### src/rtl/regfile_pkg.sv
// Shared types and default widths for the register-file port logic.
package regfile_pkg;

    // INIT zero-fills the file, ARB shares its port between requesters.
    typedef enum logic {
        INIT = 1'b0,
        ARB  = 1'b1
    } arb_state_t;

    localparam int REGFILE_ADDR_W = 6;
    localparam int REGFILE_DATA_W = 16;

endpackage

### src/rtl/regfile_port_arbiter_rr.sv
// Generic round-robin arbiter: combinational one-hot grant, registered
// pointer to the last winner so the scan restarts just past it.
module rr_arbiter #(
    parameter int NumRequesters = 4
) (
    input  logic                             clk_i,
    input  logic                             rst_ni,
    input  logic                             en_i,
    input  logic [NumRequesters-1:0]         req_i,
    output logic [NumRequesters-1:0]         gnt_o,
    output logic                             gnt_valid_o,
    output logic [$clog2(NumRequesters)-1:0] gnt_idx_o
);

    localparam int IdxW = $clog2(NumRequesters);

    logic [IdxW-1:0] ptr_q, ptr_d;
    logic [IdxW-1:0] cand;
    logic            found;

    // Scan from ptr+1 around the ring; first asserted request wins.
    always_comb begin
        gnt_o     = '0;
        gnt_idx_o = '0;
        found     = 1'b0;
        cand      = '0;
        for (int k = 1; k <= NumRequesters; k++) begin
            cand = IdxW'((int'(ptr_q) + k) % NumRequesters);
            if (en_i && !found && req_i[cand]) begin
                found       = 1'b1;
                gnt_o[cand] = 1'b1;
                gnt_idx_o   = cand;
            end
        end
        gnt_valid_o = found;
        ptr_d       = found ? gnt_idx_o : ptr_q;
    end

    // Pointer starts at the last requester so requester 0 wins first.
    always_ff @(posedge clk_i or negedge rst_ni) begin
        if (!rst_ni) begin
            ptr_q <= IdxW'(NumRequesters - 1);
        end else begin
            ptr_q <= ptr_d;
        end
    end

endmodule

### src/rtl/regfile_port_arbiter.sv
// Shares the register file's write/read-A port between requesters.
//
//   state | meaning
//   INIT  | zero-filling registers 0..RegisterHeight-1, no grants
//   ARB   | round-robin access, InitDone high
//
// The file port is driven combinationally from the state and the winning
// request, so the access lands in the grant cycle. While nReset is low the
// port is forced idle: INIT would otherwise already be writing address 0.
module regfile_port_arbiter
    import regfile_pkg::*;
#(
    parameter int NumRequesters  = 4,
    parameter int AddressWidth   = REGFILE_ADDR_W,
    parameter int RegisterHeight = 1 << AddressWidth,
    parameter int RegisterWidth  = REGFILE_DATA_W,
    parameter bit InitOnReset    = 1'b1
) (
    input  logic                                   Clock,
    input  logic                                   nReset,
    input  logic [NumRequesters-1:0]               ReqValid,
    input  logic [NumRequesters-1:0]               ReqWrite,
    input  logic [NumRequesters*AddressWidth-1:0]  ReqAddr,
    input  logic [NumRequesters*RegisterWidth-1:0] ReqWData,
    output logic [NumRequesters-1:0]               ReqGrant,
    output logic [NumRequesters-1:0]               RspValid,
    output logic [RegisterWidth-1:0]               RspData,
    output logic                                   InitDone,
    output logic                                   RfWriteEnable,
    output logic [RegisterWidth-1:0]               RfWriteData,
    output logic [AddressWidth-1:0]                RfAddress,
    input  logic [RegisterWidth-1:0]               RfReadData
);

    localparam int IdxW = $clog2(NumRequesters);
    localparam logic [AddressWidth-1:0] LastAddr   = AddressWidth'(RegisterHeight - 1);
    localparam arb_state_t              ResetState = InitOnReset ? INIT : ARB;

    arb_state_t                 state_q, state_d;
    logic [AddressWidth-1:0]    init_cnt_q, init_cnt_d;
    logic [AddressWidth-1:0]    addr_q, addr_d;
    logic [RegisterWidth-1:0]   wdata_q, wdata_d;
    logic [NumRequesters-1:0]   rsp_valid_q, rsp_valid_d;
    logic [RegisterWidth-1:0]   rsp_data_q, rsp_data_d;

    logic                       init_active;
    logic                       arb_active;
    logic [NumRequesters-1:0]   gnt;
    logic                       gnt_valid;
    logic [IdxW-1:0]            gnt_idx;
    logic                       gnt_write;
    logic [AddressWidth-1:0]    gnt_addr;
    logic [RegisterWidth-1:0]   gnt_wdata;

    assign init_active = nReset && (state_q == INIT);
    assign arb_active  = nReset && (state_q == ARB);

    rr_arbiter #(
        .NumRequesters (NumRequesters)
    ) u_rr (
        .clk_i       (Clock),
        .rst_ni      (nReset),
        .en_i        (arb_active),
        .req_i       (ReqValid),
        .gnt_o       (gnt),
        .gnt_valid_o (gnt_valid),
        .gnt_idx_o   (gnt_idx)
    );

    assign gnt_write = ReqWrite[gnt_idx];
    assign gnt_addr  = ReqAddr[int'(gnt_idx) * AddressWidth +: AddressWidth];
    assign gnt_wdata = ReqWData[int'(gnt_idx) * RegisterWidth +: RegisterWidth];

    assign ReqGrant = gnt;
    assign InitDone = arb_active;
    assign RspValid = rsp_valid_q;
    assign RspData  = rsp_data_q;

    // File port: zero-fill in INIT, winning request in ARB, else hold.
    always_comb begin
        RfWriteEnable = 1'b0;
        RfAddress     = addr_q;
        RfWriteData   = wdata_q;
        if (init_active) begin
            RfWriteEnable = 1'b1;
            RfAddress     = init_cnt_q;
            RfWriteData   = '0;
        end else if (gnt_valid) begin
            RfWriteEnable = gnt_write;
            RfAddress     = gnt_addr;
            RfWriteData   = gnt_wdata;
        end
    end

    // Next state: fill counter stops at the last register, reads respond next cycle.
    always_comb begin
        state_d     = state_q;
        init_cnt_d  = init_cnt_q;
        addr_d      = RfAddress;
        wdata_d     = RfWriteData;
        rsp_valid_d = '0;
        rsp_data_d  = rsp_data_q;
        if (state_q == INIT) begin
            if (init_cnt_q == LastAddr) begin
                state_d = ARB;
            end else begin
                init_cnt_d = init_cnt_q + 1'b1;
            end
        end
        if (gnt_valid && !gnt_write) begin
            rsp_valid_d = gnt;
            rsp_data_d  = RfReadData;
        end
    end

    // State, held port values and the read response register.
    always_ff @(posedge Clock or negedge nReset) begin
        if (!nReset) begin
            state_q     <= ResetState;
            init_cnt_q  <= '0;
            addr_q      <= '0;
            wdata_q     <= '0;
            rsp_valid_q <= '0;
            rsp_data_q  <= '0;
        end else begin
            state_q     <= state_d;
            init_cnt_q  <= init_cnt_d;
            addr_q      <= addr_d;
            wdata_q     <= wdata_d;
            rsp_valid_q <= rsp_valid_d;
            rsp_data_q  <= rsp_data_d;
        end
    end

endmodule
### config.mk
export PLATFORM = sky130hd
export DESIGN_NAME = regfile_port_arbiter
export DESIGN_NICKNAME = d
export VERILOG_FILES = /design/src/rtl/regfile_pkg.sv /design/src/rtl/regfile_port_arbiter_rr.sv /design/src/rtl/regfile_port_arbiter.sv
export SDC_FILE = /design/constraint.sdc
export NUM_CORES = 1
export LEC_CHECK = 0
export ABC_AREA = 1
export CELL_PAD_IN_SITES_DETAIL_PLACEMENT = 1
export CELL_PAD_IN_SITES_GLOBAL_PLACEMENT = 1
export CORE_UTILIZATION = 32
export DETAILED_ROUTE_END_ITERATION = 8
export PLACE_DENSITY_LB_ADDON = 0.1
export SLEW_MARGIN = 20
export SYNTH_ARGS = -nofsm -noshare
export SYNTH_HDL_FRONTEND = slang
export SYNTH_HIERARCHICAL = 1
export SYNTH_SLANG_ARGS = --single-unit
export TNS_END_PERCENT = 10
### constraint.sdc
create_clock -name Clock -period 7.1 [get_ports Clock]
set_input_delay 1.775 -clock Clock [delete_from_list [all_inputs] [get_ports Clock]]
set_output_delay 1.775 -clock Clock [all_outputs]
set_load 0.005 [all_outputs]
==> run_results.csv <==
group,metric,value,unit
clocking,post-cts-setup-buffers,0,
sta,rsz0062_at_grt,"false",
clocking,cts_hold_buf,0,
critical_path,cp.arrival,4.87,ns
die,core_area,0.0116,mm²
synthesis,syn_avg_cell_area,6.64,µm²
power,vdd_drop_max,0.120,mV
place,post-place-ws,0.402,ns
power,power_density,113,mW/mm²
place,portBuffers,161,
outcome,violations,"DRC",
global_routing,use_met1,23.9,%
routing,vias,4020,
sta,final-setup-viol-count,0,
critical_path,critPathKind,"input port to output port",
sta,finClkSkew,0.00488,ns
global_routing,grt_pass1_wl,19900,µm
global_routing,track_usage,19.5,%
finish,area_growth,45.7,%
sta,fin_setup_tns,0,ns
critical_path,critPathLaunchType,"input port",
synthesis,synth_compound_area_share,4.38,%
power,p_sw,145,µW
power,p_sw_share,22.7,%
synthesis,yosys.area_share.simple,43.7,%
finish,drive_above_1_share,8.00,%
place,gp_congestion,0.904,
die,io_pins,162,
sta,finalHoldWorstSlack,0.472,ns
routing,ant_nets,0,
worst_hold_path,hp-class,"register to register",
die,die_h,112,µm
power,pwr-share-seq,46.0,%
place,post_dp_cell_area,0.00547,mm²
clocking,htreeDepth,2,
power,clkPwrFrac,36.9,%
outcome,status,"finished with violations",
worst_hold_path,min_delay_path_depth,2,
synthesis,synth_area,0.00385,mm²
global_routing,grt_max_degree,53,
global_routing,grt_overflow,0,
clocking,cts_buffers,5,
critical_path,r2r_cells,15,
finish,nets,846,
sta,tightest_slew,0.707,ns
global_routing,grt_busiest_layer,"met2",
global_routing,met2_usage,36.3,%
synthesis,synthAdderAreaFrac,2.60,%
power,internal_power,492,µW
clocking,cts_resized,0,
routing,drt_wl_total,12100,µm
clocking,cts_max_path_buffers,2,
global_routing,grt_pass1_vias,4064,
critical_path,crit_path_max_fanout,39,
synthesis,ys_types,33,
clocking,cts_tree,"done",
synthesis,syn_inst,580,
synthesis,synth_fp_nets,702,
synthesis,synth_seq_area_share,33.2,%
clocking,clkLatencyLatePin,0.28,ns
die,dieArea,0.0125,mm²
global_routing,antenna_found_initial,0,
synthesis,ys_warn_count,6,
synthesis,synth_top_family_by_area,"simple AND/OR/NAND/NOR gates",
synthesis,synth_xor_area_share,0.909,%
clocking,cts_root_buf,"clkbuf_16",
critical_path,end_kind,"output port",
clocking,clk_pin_slew_worst_paths,0.07,ns
power,power,637,µW
finish,postLayoutCellArea,0.00561,mm²
die,core.rowCount,39,
finish,multiInputGateArea,0.00199,mm²
power,p_comb_share,17.1,%
sta,clock.fmax,150,MHz
routing,drtIter0Drc,177,
synthesis,ys_ff_latch,51,
synthesis,synthMuxAreaShare,0,%
routing,wire_per_inst,13.9,µm
global_routing,grtUsageMet3,3.10,%
power,p_leak,2.79,nW
sta,relSlewSlack,52.8,%
sta,fin_crit_sh,93.6,%
sta,layout_min_cycle_time,6.65,ns
sta,final_hold_viol_count,0,
sta,slew_violations,0,
place,dp_hpwl,9340,µm
die,die_x,112,µm
finish,final-seq-area,0.00128,mm²
run,cap_violations,0,
clocking,clkSinkCount,51,
finish,fillers,1526,
sta,postLayoutSetupSlackWorst,0.451,ns
finish,diodes,0,
routing,drc_errors,12,
routing,drtPass1Iterations,6,
critical_path,worst_ep_required_time,5.33,ns
routing,via_per_inst,4.63,
die,initial_core_util,33.3,%
flip-flops by register name, summed over array words and instances (netlist names):
| register | cells |
|---|---|
| RspData | 16 |
| wdata_q | 16 |
| addr_q | 6 |
| init_cnt_q | 6 |
| RspValid | 4 |
| u_rr/ptr_q | 2 |
| state_q | 1 |
metrics by stage:
stage / utilization (%) / cells
final: 48.5 / 868
after global routing: 48.5 / 868
after CTS: 48.5 / 868
after detailed placement: 47.3 / 860
after global placement: 47.3 / 860
after floorplan: - / 580
Yosys cell counts (all sizes together):
cell    count  area [µm²]
nand4       9        77.6
dfstp       2        52.6
nor3        5        30.0
nor2       89         352
dfrtp      49        1230
ha          8         100
inv        95         362
nand2     199         810
o21ai       4        23.8
buf        27         219
nand3      69         405
o211ai     16         140
clkbuf      2        7.51
and2        1        8.76
xor2        2        17.5
xnor2       2        17.5
a21oi       1        5.00
final cells by class:
class                           instances  area share [%]
Timing Repair Buffer                  166            29.5
Tap cell                              143            3.19
Clock buffer                            5            2.23
Inverter                               95            6.44
Clock inverter                          3           0.334
Multi-Input combinational cell        405            35.5
Sequential cell                        51            22.8
cell usage in the layout (no fill, tap or decap):
master           instances
buf_2                    1
nor2_2                   4
clkinv_2                 2
nand3_1                 59
ha_1                     8
nor3_1                   4
nand4_4                  1
nor2_4                   1
dfstp_2                  2
nor2_1                  84
nand3_4                  2
and2_4                   1
o21ai_0                  3
o211ai_2                 4
inv_1                   87
nand2_2                  2
nand2_1                189
dfrtp_1                 49
buf_4                    4
o21ai_2                  1
clkbuf_16                5
inv_6                    2
inv_2                    7
xnor2_1                  2
buf_12                   1
clkdlybuf4s50_1        160
o211ai_1                12
nand4_1                  7
nand3_2                  8
nand4_2                  1
xor2_1                   2
nand2_4                  8
nor3_2                   1
a21oi_1                  1
critical path, stage by stage:
cell and delay (ns):
clkdlybuf4s50_1 0.52, nand2_1 0.10, nand3_2 0.13, nand2_4 0.12, nand4_1 0.12, nand2_1 0.07, nor2_1 0.16, nand2_1 0.25
inv_2 0.60, nand3_2 0.19, nand2_4 0.24, o21ai_0 0.13, clkdlybuf4s50_1 0.46
cells by family (layout without fill, tap and decap cells):
family	Yosys count	count (layout)
flip-flops	51	51
buffers and inverters	124	269
AO/OA/AOI/OAI	21	21
adder cells (fa/ha/maj)	8	8
XOR/XNOR	4	4
AND/OR/NAND/NOR	372	372
worst paths after layout:
path / start / to / slack, ns
hold reg to reg: RspData[3] / RspData[3] / 0.47
setup / recovery: ReqValid[2] / RfWriteEnable / 0.45
setup reg to reg: u_rr/ptr_q[1] / RspData[15] / 3.37
max in group asynchronous: nReset / wdata_q[6] / 5.00
min in group asynchronous: nReset / init_cnt_q[1] / 1.64
hold / removal: RspData[3] / RspData[3] / 0.47
power groups by stage:
stage	Clock [mW]	Sequential [mW]	Combinational, mW
2_1_floorplan	0	0.299	0.0290
3_3_place_gp	0	0.299	0.108
3_5_place_dp	0	0.299	0.110
4_1_cts	0.244	0.293	0.111
5_1_grt	0.256	0.293	0.119
6_report	0.235	0.293	0.109
per-layer routing:
metal	vias to the layer above	share of wire (%)
met5	-	0
met4	0	0.93
met3	6	5.0
met2	87	50
met1	1887	44
li1	2040	-
No activity file was read; power rests on OpenSTA's default activity.
